$ cat src/rtl/instr_fetch_queue_if.sv
// Fetch-queue bus bundle: instruction-memory req/ack side, datapath valid/ready side, redirect.
// master = fetch queue, slave = memory/datapath environment.
interface instr_fetch_queue_if;
    localparam int unsigned PC_W    = 12;
    localparam int unsigned INSTR_W = 19;

    logic               imem_req;
    logic [PC_W-1:0]    imem_addr;
    logic               imem_ack;
    logic [INSTR_W-1:0] imem_data;
    logic               inst_valid;
    logic [INSTR_W-1:0] inst_out;
    logic [PC_W-1:0]    inst_pc;
    logic               inst_ready;
    logic               redirect;
    logic [PC_W-1:0]    redirect_pc;

    modport master (
        output imem_req, imem_addr, inst_valid, inst_out, inst_pc,
        input  imem_ack, imem_data, inst_ready, redirect, redirect_pc
    );

    modport slave (
        input  imem_req, imem_addr, inst_valid, inst_out, inst_pc,
        output imem_ack, imem_data, inst_ready, redirect, redirect_pc
    );
endinterface

$ cat src/rtl/instr_fetch_queue.sv
// Instruction fetch front end: fetches over req/ack into a PC-tagged FIFO, presents over
// valid/ready, and flushes all buffered and in-flight fetches on redirect.
module instr_fetch_queue #(
    parameter int unsigned DEPTH    = 4,
    parameter logic [11:0] RESET_PC = 12'h000
) (
    input  logic               clk,
    input  logic               rst,
    instr_fetch_queue_if.master bus
);
    localparam int unsigned PC_W    = 12;
    localparam int unsigned INSTR_W = 19;
    localparam int unsigned PTR_W   = $clog2(DEPTH);
    localparam int unsigned CNT_W   = $clog2(DEPTH + 1);

    typedef struct packed {
        logic [PC_W-1:0]    pc;
        logic [INSTR_W-1:0] instr;
    } entry_t;

    typedef enum logic [1:0] {IDLE, REQ, DISCARD} state_t;

    state_t             state;
    logic [PC_W-1:0]    fetch_pc;
    logic [PC_W-1:0]    stale_addr;
    entry_t             mem [DEPTH];
    logic [PTR_W-1:0]   wr_ptr;
    logic [PTR_W-1:0]   rd_ptr;
    logic [CNT_W-1:0]   count;

    logic               push;
    logic               pop;
    logic [CNT_W-1:0]   count_next;
    logic               has_space;
    logic [PC_W-1:0]    pc_inc;

    // Head presentation and the push/pop/space decisions for this cycle.
    always_comb begin
        bus.inst_valid = (count != '0) & ~bus.redirect;
        bus.inst_out   = mem[rd_ptr].instr;
        bus.inst_pc    = mem[rd_ptr].pc;
        pop            = bus.inst_valid & bus.inst_ready;
        push           = (state == REQ) & bus.imem_ack & ~bus.redirect;
        count_next     = count + CNT_W'(push) - CNT_W'(pop);
        has_space      = count_next < CNT_W'(DEPTH);
        pc_inc         = fetch_pc + PC_W'(1);
    end

    always_ff @(posedge clk) begin
        if (!rst) begin
            state         <= IDLE;
            fetch_pc      <= RESET_PC;
            stale_addr    <= RESET_PC;
            count         <= '0;
            wr_ptr        <= '0;
            rd_ptr        <= '0;
            bus.imem_req  <= 1'b0;
            bus.imem_addr <= RESET_PC;
            for (int unsigned i = 0; i < DEPTH; i++) begin
                mem[i] <= '0;
            end
        end else if (bus.redirect) begin
            // Flush wins over any same-cycle push or pop; a live handshake is finished in DISCARD.
            count    <= '0;
            wr_ptr   <= '0;
            rd_ptr   <= '0;
            fetch_pc <= bus.redirect_pc;
            case (state)
                REQ: begin
                    if (bus.imem_ack) begin
                        state        <= IDLE;
                        bus.imem_req <= 1'b0;
                    end else begin
                        state      <= DISCARD;
                        stale_addr <= bus.imem_addr;
                    end
                end
                DISCARD: begin
                    if (bus.imem_ack) begin
                        state        <= IDLE;
                        bus.imem_req <= 1'b0;
                    end
                end
                default: ;
            endcase
        end else begin
            if (push) begin
                mem[wr_ptr] <= '{pc: fetch_pc, instr: bus.imem_data};
                wr_ptr      <= wr_ptr + PTR_W'(1);
            end
            if (pop) begin
                rd_ptr <= rd_ptr + PTR_W'(1);
            end
            count <= count_next;

            case (state)
                IDLE: begin
                    if (has_space) begin
                        state         <= REQ;
                        bus.imem_req  <= 1'b1;
                        bus.imem_addr <= fetch_pc;
                    end
                end
                REQ: begin
                    if (bus.imem_ack) begin
                        fetch_pc <= pc_inc;
                        if (has_space) begin
                            bus.imem_addr <= pc_inc;
                        end else begin
                            state        <= IDLE;
                            bus.imem_req <= 1'b0;
                        end
                    end
                end
                DISCARD: begin
                    // FIFO was flushed on entry, so the restart request always has room.
                    if (bus.imem_ack) begin
                        state         <= REQ;
                        bus.imem_addr <= fetch_pc;
                    end else begin
                        bus.imem_addr <= stale_addr;
                    end
                end
                default: begin
                    state        <= IDLE;
                    bus.imem_req <= 1'b0;
                end
            endcase
        end
    end
endmodule

$ cat src/flat_wrapper.sv
// flat-port wrapper written by rule: the top's interface ports become plain ports
module instr_fetch_queue_flat 
#(
    parameter int unsigned DEPTH    = 4,
    parameter logic [11:0] RESET_PC = 12'h000
)
  (clk, rst, bus_imem_req, bus_imem_addr, bus_inst_valid, bus_inst_out, bus_inst_pc, bus_imem_ack, bus_imem_data, bus_inst_ready, bus_redirect, bus_redirect_pc);
  instr_fetch_queue_if bus_i ();
  input  logic clk;
  input  logic rst;
  output wire logic [$bits(bus_i.imem_req)-1:0] bus_imem_req;
  output wire logic [$bits(bus_i.imem_addr)-1:0] bus_imem_addr;
  output wire logic [$bits(bus_i.inst_valid)-1:0] bus_inst_valid;
  output wire logic [$bits(bus_i.inst_out)-1:0] bus_inst_out;
  output wire logic [$bits(bus_i.inst_pc)-1:0] bus_inst_pc;
  input wire logic [$bits(bus_i.imem_ack)-1:0] bus_imem_ack;
  input wire logic [$bits(bus_i.imem_data)-1:0] bus_imem_data;
  input wire logic [$bits(bus_i.inst_ready)-1:0] bus_inst_ready;
  input wire logic [$bits(bus_i.redirect)-1:0] bus_redirect;
  input wire logic [$bits(bus_i.redirect_pc)-1:0] bus_redirect_pc;
  assign bus_imem_req = bus_i.imem_req;
  assign bus_imem_addr = bus_i.imem_addr;
  assign bus_inst_valid = bus_i.inst_valid;
  assign bus_inst_out = bus_i.inst_out;
  assign bus_inst_pc = bus_i.inst_pc;
  assign bus_i.imem_ack = bus_imem_ack;
  assign bus_i.imem_data = bus_imem_data;
  assign bus_i.inst_ready = bus_inst_ready;
  assign bus_i.redirect = bus_redirect;
  assign bus_i.redirect_pc = bus_redirect_pc;
  instr_fetch_queue #(.DEPTH(DEPTH), .RESET_PC(RESET_PC)) u_core (.clk(clk), .rst(rst), .bus(bus_i));
endmodule
$ cat config.mk
export PLATFORM = sky130hd
export DESIGN_NAME = instr_fetch_queue_flat
export DESIGN_NICKNAME = d
export VERILOG_FILES = /design/src/rtl/instr_fetch_queue_if.sv /design/src/rtl/instr_fetch_queue.sv /design/src/flat_wrapper.sv
export SDC_FILE = /design/constraint.sdc
export NUM_CORES = 1
export LEC_CHECK = 0
export ABC_CLOCK_PERIOD_IN_PS = 4800
export BUFFER_PORTS_ARGS = -buffer_cell sky130_fd_sc_hd__buf_2
export CAP_MARGIN = 25
export CORE_MARGIN = 2
export CORE_UTILIZATION = 33
export CTS_CLUSTER_DIAMETER = 50
export DETAILED_ROUTE_END_ITERATION = 8
export GPL_TIMING_DRIVEN = 1
export PLACE_DENSITY_LB_ADDON = 0.1
export SLEW_MARGIN = 30
export SYNTH_ARGS = -nofsm -noshare
export SYNTH_HDL_FRONTEND = slang
export SYNTH_SLANG_ARGS = --single-unit
export TNS_END_PERCENT = 20
$ cat constraint.sdc
create_clock -name clk -period 4.8 [get_ports clk]
set_input_delay 0.96 -clock clk [delete_from_list [all_inputs] [get_ports clk]]
set_output_delay 0.96 -clock clk [all_outputs]
set_load 0.1 [all_outputs]
==> reports/metrics.csv, run 1 <==
stage,metric,value,unit
setup_path,path_cells,inv_1 -> ha_1 -> nand2_1 -> nor2_1 -> ha_1 -> fa_1 -> xor3_2 -> or2_1 -> a32o_2 -> nor2_1 -> a311oi_2,
run,max_cap_viol_count,0,
setup_path,worst-r2r-cell-count,11,
timing,timing.final.crit_share,0.752,
min_path,min_path_type,reg -> reg,
logic_synthesis,synth_area_leaders,"edfxtp_1, dfxtp_1, mux4_2",
logic_synthesis,yosysUniqueCellTypes,53,
pwr,clkPwrFrac,0.374,
setup_path,crit_fanout,22,
pwr,pwr-share-comb,0.183,
timing,final-setup-viol-count,0,
timing,worst_clock_skew,0.0104,ns
drt,drcViolationCount,0,
setup_path,start_kind,flip-flop,
floorplanning,pin_count,81,
layout,antenna_cells,0,
global_routing,grt_start_max_net_pins,35,
placement,gp_congestion,0.780,
clock_tree,postCtsHoldBufs,0,
pwr,power.switching,1250,uW
drt,drt-total-wl,19800,um
floorplanning,die-area,25500,sq um
clock_tree,numClockSinks,172,
pwr,p_leak,0.00363,uW
timing,fin_crit,3.61,ns
clock_tree,cts_setup_buffers,0,
setup_path,critPathBufInv,1,
logic_synthesis,syn_nets,681,
timing,grt_setup_unrepaired,false,
clock_tree,cts_buffers,17,
setup_path,cp_top_family,simple AND/OR/NAND/NOR gates,
pwr,intPower,2640,uW
logic_synthesis,synth.yosys.warnings,0,
drt,drt_pass1_iterations,4,
layout,fin_nets,738,
clock_tree,clk_latency,0.43,ns
drt,drtAntennaViolNets,0,
logic_synthesis,syn_inst,637,
setup_path,cp.depth,11,
timing,fmax,0.277,GHz
setup_path,crit_type,reg -> reg,
min_path,hold_depth,2,
clock_tree,cts_tree,done,
floorplanning,die_w,160,um
pwr,irDropWorstVdd,0.222,mV
global_routing,grt_pass1_wl,31200,um
clock_tree,cts-resized-gates,0,
pwr,switching_share,0.321,
drt,vias_per_cell,5.00,
placement,post-place-ws,0.887,ns
setup_path,worst-endpoint-required,5.09,ns
logic_synthesis,synth_top_area_cell,edfxtp_1,
drt,drtIter0Drc,344,
timing,hold_viol,0,
floorplanning,start_util,0.332,
setup_path,slowest_delay,0.61,ns
timing,maxSlewHeadroom,0.450,
setup_path,cp_slowest_cell,ha_1,
logic_synthesis,ys_ff_latch,172,
clock_tree,clkSlewWorstSetupHoldPaths,0.07,ns
logic_synthesis,synthesis.area,8010,sq um
logic_synthesis,async_reset_ff_frac,0,
run_status,status,"complete, no violations",
floorplanning,fp.dieH,160,um
setup_path,cp.arrival,3.89,ns
logic_synthesis,syn_area_per_cell,12.6,sq um
layout,syn2layout_area_growth,16.2,%
timing,tightest_slew,0.825,ns
layout,final_common_cell,edfxtp_1,
layout,fill_cells,2362,
logic_synthesis,yosys.area.top_type_share,0.465,
global_routing,grt.total_usage,0.160,
clock_tree,cts_root_buffer,clkbuf_16,
timing,setup_tns,0,ns
pwr,seqPwrFrac,0.443,
placement,port_buffers,80,
setup_path,worstSetupEndpointType,flip-flop,
drt,routedWlPerCell,19.2,um
logic_synthesis,synth_edf_count,124,
placement,hpwl,11700,um
drt,vias,5154,
logic_synthesis,ys.flop_type,edfxtp_1,
layout,drive_gt1_frac,0.245,
layout,layout_common_cells,"edfxtp_1, and2_1, buf_2",
floorplanning,core_area,24100,sq um
clock_tree,clockBufferDepth,2,
pwr,p_per_area,417,nW/um^2
logic_synthesis,yosysSeqAreaShare,0.585,
global_routing,grt_pass1_vias,5402,
clock_tree,htreeDepth,4,
floorplanning,fp-row-count,57,
global_routing,antenna_found_initial,0,
timing,slew_viol_final,0,
global_routing,grt-ovfl-total,0,
timing,worst_slack,1.19,ns
-- worst reg2reg max path: stages, from the launching register on --
cell and delay [ns]:
dfxtp_1 0.34, inv_1 0.09, ha_1 0.61, nand2_1 0.43, nor2_1 0.27, ha_1 0.20
fa_1 0.16, xor3_2 0.49, or2_1 0.31, a32o_2 0.36, nor2_1 0.15, a311oi_2 0.06
-- state kept, by name (all words and copies together), names as in the netlist, named ones only --
name and flops:
u_core.state 2, u_core.rd_ptr 2, u_core.mem 124, u_core.fetch_pc 12, u_core.count 3, u_core.wr_ptr 2, u_core.bus.imem_req 1, u_core.stale_addr 12
u_core.bus.imem_addr 12
-- metrics by stage --
step           std cells  hold slack [ns]  cell area, sq um  utilization  total power (uW)
2_1_floorplan        637            0.458              8010            -              2300
3_3_place_gp         999            0.470              8690        0.361              2460
3_5_place_dp         999            0.471              8690        0.361              2470
4_1_cts             1031            0.481              9310        0.386              3920
5_1_grt             1031            0.503              9310        0.386              4040
6_report            1031            0.469              9310        0.386              3880
-- power by group through the flow --
stage	logic (uW)	registers, uW	clock network [uW]
detailed placement	713	1760	0
global placement	712	1750	0
global route	762	1730	1550
finish	709	1720	1450
CTS	716	1720	1480
floorplan	440	1860	0
-- logic make-up (layout without fill, tap and decap cells) --
logic type | Yosys count | count (layout) | share of synthesized area
buffers and inverters | 69 | 139 | 0.0366
AND/OR/NAND/NOR | 241 | 241 | 0.165
multiplexers | 51 | 51 | 0.112
AO/OA/AOI/OAI | 78 | 78 | 0.0659
XOR/XNOR | 18 | 18 | 0.0217
adder cells (fa/ha/maj) | 8 | 8 | 0.0134
flip-flops | 172 | 172 | 0.585
-- layer usage --
metal,up-vias,wire (um),part of all wire,GRT usage
li1,2436,-,-,-
met1,2575,8890,0.45,0.206
met2,122,9830,0.50,0.276
met3,21,788,0.040,0.0299
met4,0,262,0.013,0.0455
met5,-,0,0,0
-- Yosys cell counts, types with 3 or more instances --
cell      count
nand3_1       9
dfxtp_1      48
a21o_1        4
nor2_1       47
inv_1        13
nor2b_1       3
nor4_1        6
mux4_2       31
nand2_1      23
and2_1       92
clkbuf_1     39
edfxtp_1    124
a32oi_1       3
o21ai_0      23
mux2i_1      18
ha_1          7
xor2_1        7
nor3b_1       4
nor3_1       11
a311oi_2      4
buf_2        12
and3_1       31
nand2b_1      4
nand4_1       5
xnor2_1      10
a21oi_1      19
-- final timing paths --
check	from	to	slack, ns
worst max register to register	u_core.state[1]$_SDFFE_PN0P_	u_core.bus.imem_addr[2]$_SDFFE_PN0P_	1.19
worst max-delay path	u_core.state[1]$_SDFFE_PN0P_	u_core.bus.imem_addr[2]$_SDFFE_PN0P_	1.19
worst min register to register	u_core.bus.imem_req$_SDFFE_PN0P_	u_core.bus.imem_req$_SDFFE_PN0P_	0.47
worst min-delay path	u_core.bus.imem_req$_SDFFE_PN0P_	u_core.bus.imem_req$_SDFFE_PN0P_	0.47
-- cell type report --
cell class                      count  area, sq um  share of cell area
Multi-Input combinational cell    396         3050               0.327
Sequential cell                   172         4690               0.503
Clock buffer                       17          425              0.0457
Inverter                           13         48.8             0.00524
Tap cell                          324          405              0.0435
Clock inverter                     15          191              0.0206
Timing Repair Buffer               94          505              0.0543
Power figures use the tool's default switching activity.
==> run 2, diff against run 1 <==
Settings changed: ABC_CLOCK_PERIOD_IN_PS 4800 to 3500.
Clock period 4.8 ns to 3.5 ns, I/O delays scaled along.
==> run 2 against run 1 <==
Effect of this change: via count up 0.12%; sequential share of layout area down 0.16 points; largest cell class unchanged; critical path depth unchanged; cell count up 0.58%; clock skew down 0.00091 ns; worst setup slack worse by 0.80 ns; count of clock-buffer cells in the layout unchanged; cell area up 0.31%.
==> reports/metrics.csv, run 2 (synthesis results as in run 1) <==
stage,metric,value,unit,change
drt,drt_pass1_iterations,5,,was 4
clock_tree,numClockSinks,172,,unchanged
drt,routedWlPerCell,18.9,um,was 19.2 um
placement,port_buffers,80,,unchanged
layout,drive_gt1_frac,0.250,,was 0.245
placement,gp_congestion,0.783,,was 0.780
run_status,status,"complete, no violations",,unchanged
floorplanning,core_area,24100,sq um,unchanged
layout,multi_input_area,3050,sq um,unchanged
timing,fmax,0.321,GHz,was 0.277 GHz
clock_tree,cts_tree,done,,unchanged
min_path,hold_depth,2,,unchanged
clock_tree,cts_root_buffer,clkbuf_16,,unchanged
global_routing,antenna_found_initial,0,,unchanged
setup_path,worst-r2r-cell-count,11,,unchanged
setup_path,cp_slowest_cell,xor3_2,,was ha_1
layout,largest_register_ffs,124,,unchanged
layout,syn2layout_area_growth,16.6,%,was 16.2%
timing,slew_viol_final,0,,unchanged
floorplanning,fp.dieH,160,um,unchanged
placement,hpwl,12000,um,was 11700 um
drt,drt-total-wl,19600,um,was 19800 um
timing,timing.final.crit_share,0.889,,was 0.752
timing,worst_clock_skew,0.00951,ns,was 0.0104 ns
clock_tree,clk_latency,0.42,ns,was 0.43 ns
global_routing,grt.total_usage,0.158,,was 0.160
setup_path,path_cells,nor3_1 -> nor3b_1 -> ha_1 -> inv_1 -> ha_1 -> fa_1 -> xor3_2 -> or2_1 -> a32o_2 -> o221ai_1 -> a21oi_1,,was inv_1 -> ha_1 -> nand2_1 -> nor2_1 -> ha_1 -> fa_1 -> xor3_2 -> or2_1 -> a32o_2 -> nor2_1 -> a311oi_2
setup_path,worst-endpoint-required,3.85,ns,was 5.09 ns
clock_tree,postCtsHoldBufs,0,,unchanged
layout,fill_cells,2376,,was 2362
pwr,irDropWorstVdd,0.306,mV,was 0.222 mV
floorplanning,start_util,0.332,,unchanged
clock_tree,cts_buffers,17,,unchanged
global_routing,grt_pass1_wl,30700,um,was 31200 um
clock_tree,clockBufferDepth,2,,unchanged
pwr,p_leak,0.00366,uW,was 0.00363 uW
global_routing,grt_start_max_net_pins,35,,unchanged
global_routing,grt_pass1_vias,5400,,was 5402
layout,seqCellArea,4690,sq um,unchanged
timing,grt_setup_unrepaired,false,,unchanged
floorplanning,die_w,160,um,unchanged
layout,final_common_cell,edfxtp_1,,unchanged
timing,tightest_slew,0.879,ns,was 0.825 ns
timing,maxSlewHeadroom,0.414,,was 0.450
timing,hold_viol,0,,unchanged
setup_path,cp.arrival,3.46,ns,was 3.89 ns
clock_tree,cts_setup_buffers,0,,unchanged
layout,layout_common_cells,"edfxtp_1, and2_1, buf_2",,unchanged
timing,fin_crit,3.11,ns,was 3.61 ns
global_routing,grt-ovfl-total,0,,unchanged
pwr,p_per_area,561,nW/um^2,was 417 nW/um^2
setup_path,crit_type,reg -> reg,,unchanged
drt,vias,5160,,was 5154
layout,fin_nets,744,,was 738
drt,drtAntennaViolNets,0,,unchanged
run,max_cap_viol_count,0,,unchanged
clock_tree,clkSlewWorstSetupHoldPaths,0.06,ns,was 0.07 ns
clock_tree,cts-resized-gates,0,,unchanged
layout,antenna_cells,0,,unchanged
setup_path,critPathBufInv,1,,unchanged
min_path,min_path_type,reg -> reg,,unchanged
floorplanning,fp-row-count,57,,unchanged
clock_tree,htreeDepth,4,,unchanged
floorplanning,die-area,25500,sq um,unchanged
layout,max_flop_register,u_core.mem,,unchanged
floorplanning,pin_count,81,,unchanged
setup_path,start_kind,flip-flop,,unchanged
setup_path,crit_top_cell,ha_1,,
drt,drcViolationCount,0,,unchanged
timing,final-setup-viol-count,0,,unchanged
timing,holdWs,0.476,ns,was 0.469 ns
timing,setup_tns,0,ns,unchanged
setup_path,worstSetupEndpointType,flip-flop,,unchanged
drt,drtIter0Drc,291,,was 344
setup_path,cp_top_family,adder cells,,was simple AND/OR/NAND/NOR gates
pwr,fin_total_pwr,5240,uW,was 3880 uW
setup_path,cp.depth,11,,unchanged
setup_path,slowest_delay,0.50,ns,was 0.61 ns
setup_path,crit_fanout,13,,was 22
drt,vias_per_cell,4.98,,was 5.00
-- run 2: cell count changes in the layout (fill, tap and decap cells not counted), sizes merged --
cell and change:
buf +6, clkinv +5, inv -3, clkinvlp -2
-- run 2: path summary, 6_finish.rpt --
check	from	end	slack, ns
worst max-delay path	u_core.count[1]$_SDFF_PP0_	u_core.bus.imem_addr[7]$_SDFFE_PN0P_	0.39
worst min register to register	u_core.bus.imem_req$_SDFFE_PN0P_	u_core.bus.imem_req$_SDFFE_PN0P_	0.48
worst max register to register	u_core.count[1]$_SDFF_PP0_	u_core.bus.imem_addr[7]$_SDFFE_PN0P_	0.39
worst min-delay path	u_core.bus.imem_req$_SDFFE_PN0P_	u_core.bus.imem_req$_SDFFE_PN0P_	0.48
-- run 2: cell type report --
type	instances	share of cell area
clock buffer	17	0.0456
multi-input combinational	396	0.326
tap	324	0.0434
sequential	172	0.502
inverter	13	0.00523
clock inverter	15	0.0174
timing repair buffer	100	0.0603
-- run 2: worst min-delay path: stages, from the launching register on --
cell and delay [ns]:
dfxtp_1 0.32, nand2_1 0.05, mux2i_1 0.06
-- run 2: per-stage QoR --
stage / setup slack, ns / std cells / util / instance area [sq um]
global placement: 0.182 / 1005 / 0.363 / 8750
detailed placement: 0.0448 / 1005 / 0.363 / 8750
floorplan: 0.0580 / 637 / - / 8010
CTS: 0.341 / 1037 / 0.387 / 9340
finish: 0.388 / 1037 / 0.387 / 9340
global route: 0.173 / 1037 / 0.387 / 9340
-- run 2: layer usage --
layer  global-route usage  vias to the layer above  wire length (um)  part of all wire
li1                     -                     2444                 -                 -
met1                0.200                     2572              8510              0.43
met2                0.274                      128             10000              0.51
met3               0.0332                       16               827             0.042
met4               0.0426                        0               231             0.012
met5                    0                        -                 0                 0
-- run 2: report_power, final --
group	switching [uW]	internal, uW	leakage, uW	total, uW
clock	826	1070	0.000293	1890
sequential	77.0	2290	0.00167	2360
combinational	735	249	0.00170	985
total	1640	3600	0.00366	5240
